## src/rtl/fp_normalize_pack.sv

```systemverilog
// fp_normalize_pack
//
// Back end of the FPU add path. Takes the raw (unnormalized) mantissa
// sum/difference from the adder together with the aligned exponent, sign and
// special-case tag. It normalizes, rounds, detects overflow/underflow and
// packs an IEEE-754 single-precision word.
//
// Three-stage pipeline:
//   S1  classify the beat (NaN / Inf / zero / ordinary) and count leading zeros
//   S2  normalize: carry right-shift or leading-zero left-shift, underflow check
//   S3  round to nearest even (optional), overflow check, pack the word
//
// A single global stall (result held and not accepted) freezes every stage.
//
// Build option:
//   FP_NORM_ROUND_EN  defined   -> round-to-nearest-even on G/R/S
//                     undefined -> truncation, G/R/S ignored, no round adder
//
// Parameters:
//   QNAN        word emitted for any NaN result
//   FLUSH_SIGN  sign bit used for exact-zero results
//
// Ports:
//   clk       in   clock
//   rst       in   synchronous active-high reset
//   sum_vld   in   input beat valid
//   sum_rdy   out  block can accept a beat
//   sum_sign  in   result sign from adder
//   sum_exp   in   [7:0]  aligned (larger) biased exponent
//   sum_mant  in   [24:0] raw mantissa; bit24 = carry, bit23 = hidden position
//   sum_grs   in   [2:0]  guard/round/sticky from the alignment shift
//   in_state  in   [1:0]  00 OK, 01 NAN, 10 INF, 11 NUL
//   result    out  [31:0] packed IEEE-754 single
//   state     out  [1:0]  00 OK, 01 NAN, 10 INF, 11 NUL
//   res_vld   out  result valid
//   res_rdy   in   downstream accepts result

module fp_normalize_pack #(
    parameter logic [31:0] QNAN       = 32'h7FC0_0000,
    parameter logic        FLUSH_SIGN = 1'b0
) (
    input  logic        clk,
    input  logic        rst,
    input  logic        sum_vld,
    output logic        sum_rdy,
    input  logic        sum_sign,
    input  logic [7:0]  sum_exp,
    input  logic [24:0] sum_mant,
    input  logic [2:0]  sum_grs,
    input  logic [1:0]  in_state,
    output logic [31:0] result,
    output logic [1:0]  state,
    output logic        res_vld,
    input  logic        res_rdy
);

    localparam logic [1:0] ST_OK  = 2'b00;
    localparam logic [1:0] ST_NAN = 2'b01;
    localparam logic [1:0] ST_INF = 2'b10;
    localparam logic [1:0] ST_NUL = 2'b11;

    // ------------------------------------------------------------------
    // Handshake
    // ------------------------------------------------------------------
    logic stall;
    logic accept;

    assign stall   = res_vld & ~res_rdy;
    assign sum_rdy = ~stall;
    assign accept  = sum_vld & sum_rdy;

    // ------------------------------------------------------------------
    // S1: classify and leading-zero count
    // ------------------------------------------------------------------
    logic [27:0] in_ext;
    logic [1:0]  in_tag;
    logic        in_sign;
    logic [4:0]  in_lz;

    assign in_ext = {sum_mant, sum_grs};

    always_comb begin
        in_tag  = ST_OK;
        in_sign = sum_sign;
        if (in_state == ST_NAN) begin
            in_tag = ST_NAN;
        end else if (in_state == ST_INF) begin
            in_tag = ST_INF;
        end else if (in_state == ST_NUL || in_ext == 28'd0) begin
            // Exact zero: the sign is fixed here so S3 packs it uniformly
            in_tag  = ST_NUL;
            in_sign = FLUSH_SIGN;
        end
    end

    // Ascending scan: the highest set bit is written last and wins.
    // An all-zero field yields 27, which only happens on carry or zero beats
    // where the count is not used.
    always_comb begin
        in_lz = 5'd27;
        for (int i = 0; i < 27; i++) begin
            if (in_ext[i]) begin
                in_lz = 5'(26 - i);
            end
        end
    end

    logic        s1_vld;
    logic [1:0]  s1_tag;
    logic        s1_sign;
    logic [7:0]  s1_exp;
    logic [27:0] s1_ext;
    logic [4:0]  s1_lz;
    logic        s1_carry;

    always_ff @(posedge clk) begin
        if (rst) begin
            s1_vld   <= 1'b0;
            s1_tag   <= ST_OK;
            s1_sign  <= 1'b0;
            s1_exp   <= 8'd0;
            s1_ext   <= 28'd0;
            s1_lz    <= 5'd0;
            s1_carry <= 1'b0;
        end else if (!stall) begin
            s1_vld <= accept;
            if (accept) begin
                s1_tag   <= in_tag;
                s1_sign  <= in_sign;
                s1_exp   <= sum_exp;
                s1_ext   <= in_ext;
                s1_lz    <= in_lz;
                s1_carry <= in_ext[27];
            end
        end
    end

    // ------------------------------------------------------------------
    // S2: normalize shift and underflow detection
    // ------------------------------------------------------------------
    logic [27:0] norm_ext;
    logic [9:0]  norm_e;
    logic        norm_uf;
    logic [1:0]  norm_tag;

    always_comb begin
        norm_ext = s1_ext;
        norm_e   = {2'b00, s1_exp};
        norm_uf  = 1'b0;
        if (s1_carry) begin
            // Bit shifted out is folded into sticky so rounding still sees it
            norm_ext = {1'b0, s1_ext[27:2], s1_ext[1] | s1_ext[0]};
            norm_e   = {2'b00, s1_exp} + 10'd1;
        end else begin
            norm_ext = s1_ext << s1_lz;
            norm_e   = {2'b00, s1_exp} - {5'd0, s1_lz};
            norm_uf  = ($signed(norm_e) < 10'sd1);
        end
        norm_tag = s1_tag;
        if (s1_tag == ST_OK && norm_uf) begin
            norm_tag = ST_NUL;
        end
    end

    logic        s2_vld;
    logic [1:0]  s2_tag;
    logic        s2_sign;
    logic [9:0]  s2_e;
    logic [27:0] s2_ext;

    always_ff @(posedge clk) begin
        if (rst) begin
            s2_vld  <= 1'b0;
            s2_tag  <= ST_OK;
            s2_sign <= 1'b0;
            s2_e    <= 10'd0;
            s2_ext  <= 28'd0;
        end else if (!stall) begin
            s2_vld <= s1_vld;
            if (s1_vld) begin
                s2_tag  <= norm_tag;
                s2_sign <= s1_sign;
                s2_e    <= norm_e;
                s2_ext  <= norm_ext;
            end
        end
    end

    // ------------------------------------------------------------------
    // S3: round, overflow, pack
    // ------------------------------------------------------------------
    logic [23:0] rnd_m;
    logic [9:0]  rnd_e;
    logic        rnd_ovf;
    logic        unused_bits;

`ifdef FP_NORM_ROUND_EN
    logic        rnd_inc;
    logic [24:0] rnd_sum;

    always_comb begin
        rnd_inc = s2_ext[2] & (s2_ext[1] | s2_ext[0] | s2_ext[3]);
        rnd_sum = {1'b0, s2_ext[26:3]} + {24'd0, rnd_inc};
        rnd_m   = rnd_sum[23:0];
        rnd_e   = s2_e;
        if (rnd_sum[24]) begin
            // Mantissa rolled over to 2^24: renormalize to 1.0 x 2^(e+1)
            rnd_m = 24'h80_0000;
            rnd_e = s2_e + 10'd1;
        end
    end

    assign unused_bits = s2_ext[27] ^ rnd_m[23];
`else
    assign rnd_m       = s2_ext[26:3];
    assign rnd_e       = s2_e;
    assign unused_bits = ^{s2_ext[27], s2_ext[2:0], rnd_m[23]};
`endif

    assign rnd_ovf = ($signed(rnd_e) >= 10'sd255);

    logic [31:0] pack_res;
    logic [1:0]  pack_st;

    always_comb begin
        pack_res = 32'd0;
        pack_st  = ST_OK;
        case (s2_tag)
            ST_NAN: begin
                pack_res = QNAN;
                pack_st  = ST_NAN;
            end
            ST_INF: begin
                pack_res = {s2_sign, 8'hFF, 23'd0};
                pack_st  = ST_INF;
            end
            ST_NUL: begin
                pack_res = {s2_sign, 31'd0};
                pack_st  = ST_NUL;
            end
            default: begin
                if (rnd_ovf) begin
                    pack_res = {s2_sign, 8'hFF, 23'd0};
                    pack_st  = ST_INF;
                end else begin
                    pack_res = {s2_sign, rnd_e[7:0], rnd_m[22:0]};
                    pack_st  = ST_OK;
                end
            end
        endcase
    end

    always_ff @(posedge clk) begin
        if (rst) begin
            res_vld <= 1'b0;
            result  <= 32'd0;
            state   <= ST_OK;
        end else if (!stall) begin
            res_vld <= s2_vld;
            if (s2_vld) begin
                result <= pack_res;
                state  <= pack_st;
            end
        end
    end

endmodule

```

## config.mk

```make
export PLATFORM = sky130hd
export DESIGN_NAME = fp_normalize_pack
export DESIGN_NICKNAME = d
export VERILOG_FILES = /design/src/rtl/fp_normalize_pack.sv
export SDC_FILE = /design/constraint.sdc
export NUM_CORES = 1
export LEC_CHECK = 0
export CORE_MARGIN = 2
export CORE_UTILIZATION = 40
export DETAILED_ROUTE_END_ITERATION = 7
export GPL_ROUTABILITY_DRIVEN = 0
export PLACE_DENSITY_LB_ADDON = 0.1
export SYNTH_ARGS = -nofsm -noshare
export SYNTH_HDL_FRONTEND = slang
export SYNTH_SLANG_ARGS = --single-unit
export TNS_END_PERCENT = 1
```

## constraint.sdc

```tcl
create_clock -name clk -period 2.7 [get_ports clk]
set_input_delay 0.27 -clock clk [delete_from_list [all_inputs] [get_ports clk]]
set_output_delay 0.27 -clock clk [all_outputs]
set_load 0.02 [all_outputs]
```

=== Word-level counts from Yosys, hierarchy flattened ===
Cells that the tools add are included.

* Add/subtract/negate cells: 2
* $mul: 0
* Divide/modulo/power cells: 0
* Order comparisons: 2
* Equality and inequality tests: 6
* Shifts and indexed selects: 1
* Mux-type cells: 41
* Bitwise logic cells: 5
* Reductions and logical operators: 7

{| class="wikitable"
|+ Operators with widths
! kind !! count
|-
| 2-to-1 mux 5 bit || 26
|-
| one-hot mux 32 bit (3 select lines) || 1
|-
| 2-to-1 mux 31 bit || 1
|-
| zero test 28 bit || 1
|-
| << shifter 28 x 5 -> 26 bit || 1
|-
| 2-to-1 mux 26 bit || 1
|-
| greater-or-equal comparator 10 x 9 -> 1 bit, second input constant || 1
|-
| 2-to-1 mux 10 bit || 1
|-
| 2-to-1 mux 2 bit || 5
|-
| adder 8 x 1 -> 9 bit, second input constant || 1
|-
| < comparator 9 x 2 -> 1 bit, second input constant || 1
|-
| subtractor 8 x 5 -> 9 bit || 1
|-
| equality test 2 bit, second input constant || 4
|-
| one-hot mux 2 bit (3 select lines) || 1
|-
| AND reduction 2 bit || 3
|-
| 2-to-1 mux 1 bit || 5
|-
| equality test 2 x 1 -> 1 bit, second input constant || 2
|-
| bitwise AND 1 bit || 2
|-
| zero test 2 bit || 1
|-
| NOT 1 bit || 2
|-
| logical AND 1 bit || 1
|-
| logical OR 1 bit || 1
|-
| OR 1 bit || 1
|}

* Bits in registers: 121
* Bits in latches: 0
* Memory bits (writable): 0
* Memory bits (read-only): 0
* Bits of input ports: 43
* Output and inout port bits: 36
* Word-level logic and storage cells: 79
* Memories: 0

=== Longest topological paths before layout ===
* Depth in word-level cells: 27
* Depth in mapped cells: 11
* Mapped depth without buffers: 9

=== Worst setup path after synthesis ===
No wires, ideal clock.

* Path kind: register to register
* Start: reg s1_lz[2]
* End: reg s2_e[6] (netlist: rnd_e[6])
* Library setup time: 70 ps
* Arrival: 2120 ps
* Required time: 2630 ps
* Slack: 510 ps
* Cell stages (with the launch flop): 12
* Path buffers: 3
* Clock period less this slack: 2190 ps
* Cells stage by stage: dfxtp_1 > buf_4 > buf_4 > inv_1 > buf_6 > ha_1 > nand2b_1 > a211oi_1 > a2bb2oi_1 > xnor2_1 > nand2_1 > a21oi_1

* Word-level cells in the longest chain between the ends: 2

{| class="wikitable"
|+ Ends and longest elaborated chain
! element !! line !! text
|-
| start, declared || 113 || <nowiki>logic [4:0] s1_lz;</nowiki>
|-
| start signal, assigned || 132 || <nowiki>s1_lz <= in_lz;</nowiki>
|-
| subtractor 8 x 5 -> 9 bit || 156 || <nowiki>norm_e = {2'b00, s1_exp} - {5'd0, s1_lz};</nowiki>
|-
| 2-to-1 mux 10 bit || 150 || <nowiki>if (s1_carry) begin</nowiki>
|-
| end signal, assigned || 183 || <nowiki>s2_e <= norm_e;</nowiki>
|-
| end, declared || 168 || <nowiki>logic [9:0] s2_e;</nowiki>
|}

No other way between the ends.
A chain may end at the register's enable or synchronous reset.

=== Final worst setup path ===
* Start: reg s1_exp[0]
* End: reg s2_e[6] (netlist: rnd_e[6])

* Word-level cells in the longest chain between the ends: 2
* Elaborated cells on any way between the ends: 3
* Those cells by class: add/sub: 2; mux: 1

{| class="wikitable"
|+ Ends and longest elaborated chain
! element !! line !! text
|-
| start, declared || 111 || <nowiki>logic [7:0] s1_exp;</nowiki>
|-
| start signal, assigned || 130 || <nowiki>s1_exp <= sum_exp;</nowiki>
|-
| subtractor 8 x 5 -> 9 bit / adder 8 x 1 -> 9 bit (equally long branches) || 156, 153 ||
|-
| 2-to-1 mux 10 bit * || 150 ||
|}

Mark *: on every way between the ends. The rest lies on a longest branch, timed or not.

==> impl_metrics.csv <==
group,metric,value,unit
synth,yosys_warnings,0,
synth,syn_inst,843,
sta,grt_setup_unrepaired,"false",
final_layout,antenna_cells,0,
cts,cts_resized,0,
route,wl_per_cell,16.5,um
worst_setup_path,crit_buf_inv,1,
sta,finalWorstSetupSlack,480,ps
synth,yosysMostFrequentCell,"nand2_1",
sta,fmax,450,MHz
synth,yosysSeqAreaShare,0.360,
worst_setup_path,crit_path_start_kind,"flip-flop",
sta,whs,406,ps
power_and_ir_drop,ir_worst_vdd,449,uV
cts,ctsHoldBuffers,0,
worst_setup_path,critPathTopFamily,"compound AO/OA/AOI/OAI gates",
final_layout,final_core_util,0.504,
final_layout,nets,956,
global_routing,grt_overflow,0,
sta,fin_worst_skew,12.9,ps
synth,syn_area,6500,um^2
outcome,status,"completed",
worst_setup_path,cpPeakStageDelay,410,ps
final_layout,final_cells,1131,
sta,setup_viol,0,
synth,synth_edf_count,0,
worst_setup_path,crit_start,"s1_exp[0]",
die,io_pins,79,
worst_setup_path,worst_setup_path_end_kind,"flip-flop",
worst_setup_path,cp.depth,9,
global_routing,grt_pass1_vias,5782,
route,first_pass_iters,7,
route,dr.first_iter.drc_count,490,
die,die_y,131,um
synth,synthFlopType,"dfxtp_1",
global_routing,antenna_found_initial,0,
worst_setup_path,slowest_stage,"dfxtp_1",
route,wl_met1,9150,um
worst_setup_path,r2r-start,"s1_exp[0]",
die,coreArea,15900,um^2
final_layout,fin_area,8010,um^2
final_layout,drive_above_1_share,0.0842,
worst_setup_path,ff2ff_setup_slack,480,ps
final_layout,nFillCells,1584,
sta,report.final.slew_viol_count,0,
sta,tightestPinTransition,856,ps
power_and_ir_drop,design_power_total,5.00,mW
synth,ys_top_cells_by_count,"173 x nand2_1, 117 x dfxtp_1, 107 x a21oi_1, 78 x nor2_1, 35 x nand3_1",
route,route.met2.wl,7970,um
power_and_ir_drop,leakagePower,2.93,nW
die,die_x,131,um
sta,finalHoldViolations,0,
global_routing,grt_pass1_wl,30600,um
cts,cts_sinks,117,
placement,dpl_worst_slack,458,ps
placement,place_area,7390,um^2
global_routing,grt_max_degree,82,
final_layout,regArea,2340,um^2
cts,cts_buffers,17,
synth,synth_top_area_frac,0.360,
cts,cts-root-buf,"clkbuf_16",
die,rows,46,
route,wl_met3,1200,um
placement,dpl.hpwl,13700,um
die,dieArea,17300,um^2
worst_setup_path,path_max_fanout,6,
synth,synthArstFlopShare,0,
synth,synth_fp_nets,897,
synth,ys_types,66,
cts,clock_latency,420,ps
final_layout,multi_input_area,3720,um^2
final_layout,areaGrowthSynthToFinish,23.3,%
worst_setup_path,regToRegEndpoint,"rnd_e[6]",
sta,timing.final.crit_share,0.822,
route,drcViolationCount,0,
route,ant_nets,0,
cts,postCtsSetupBuffers,0,
die,start_util,0.409,
worst_setup_path,r2r_cells,9,
synth,ys_ff_latch,117,
route,vias,6316,
power_and_ir_drop,power_density,624,nW/um^2
hold_path,hp-class,"in -> reg",
sta,final.setup.tns,0,ps
placement,dp_cells,1099,
placement,port_buffers,78,
worst_setup_path,worstPathArrival,2550,ps
route,highest_layer,"met4",
route,routed_wl,18700,um
synth,avgSynthCellArea,7.71,um^2
sta,finalCriticalPeriod,2220,ps
sta,max_slew_margin,0.428,
cts,htreeDepth,4,
worst_setup_path,path_cells,"inv_1 -> ha_1 -> fa_1 -> nand2b_1 -> a211oi_1 -> a2bb2oi_1 -> xnor2_1 -> nand2_1 -> a21oi_1",
job,max_cap_viol_count,0,
worst_setup_path,crit_required,3030,ps
route,via_per_inst,5.58,
global_routing,gr-usage-all-layers,0.216,
synth,ys_top_cells_by_area,"dfxtp_1 36%, nand2_1 10%, a21oi_1 8.2%, mux2i_1 5.1%, nor2_1 4.5%",
worst_setup_path,crit_end,"rnd_e[6]",
worst_setup_path,criticalPathCategory,"reg -> reg",
synth,synth_top_area_cell,"dfxtp_1",
cts,clk_path_buf_depth,2,
cts,clkTransAtPathRegs,50,ps
cts,tritoncts,"built",
## layer usage
metal / global-route usage / vias up
met4: 0.0857 / 0
met5: 0 / -
met2: 0.316 / 242
met1: 0.313 / 2935
li1: - / 3115
met3: 0.0378 / 24
## power by group
part           internal [mW]  total, mW  switching [mW]
sequential              1.81       1.90          0.0922
combinational          0.294      0.709           0.415
clock                   1.56       2.39           0.823
total                   3.67       5.00            1.33
## cell type report
type	count	area share
sequential	117	0.292
clock buffer	19	0.0553
clock inverter	13	0.0225
timing repair buffer	101	0.122
multi-input combinational	645	0.465
inverter	20	0.00937
tap	216	0.0337
## state kept, by name (all words and copies together), names as in the netlist, 2 cells and up
name    flops
s1_lz       5
s2_tag      2
result     32
rnd_e      10
s1_tag      2
state       2
s2_ext     23
s1_ext     28
s1_exp      8
## tightest hold or removal path, stage by stage
cell,delay (ps)
clkdlybuf4s50_1,390
nand2_1,60
a21oi_1,50
## cells in the final DEF, fill, tap and decap left out, types with 7 or more instances in the layout
master / instances
nand2_1: 173
clkdlybuf4s50_1: 77
a211oi_1: 13
mux2_2: 10
o21ai_0: 30
mux2i_1: 33
ha_1: 10
a21oi_1: 107
clkbuf_16: 17
o22ai_1: 7
dfxtp_1: 117
nor4_1: 7
a221oi_1: 10
nor2_1: 78
nor3_1: 26
inv_1: 19
buf_4: 22
nand3_1: 35
xnor2_1: 7
## how the worst min path moves through the flow
stage	start	depth (start not counted)	to
floorplan	sum_mant[23]	2	s1_ext[26]
global placement	result[29]	2	result[29]
detailed placement	result[29]	2	result[29]
CTS	sum_exp[2]	3	s1_exp[2]
global route	sum_exp[3]	3	s1_exp[3]
finish	sum_exp[6]	3	s1_exp[6]
## cells by family (layout without fill, tap and decap cells)
family | count (synthesis) | count (layout) | share of synthesized area
AOI/OAI and AO/OA | 227 | 227 | 0.214
xor gates and xnor gates | 8 | 8 | 0.0108
adders and majority gates | 11 | 11 | 0.0223
buffers and inverters | 81 | 153 | 0.0664
DFF | 117 | 117 | 0.360
muxes | 50 | 50 | 0.0930
and+or+nand+nor | 349 | 349 | 0.233
No activity file was read; power rests on OpenSTA's default activity.
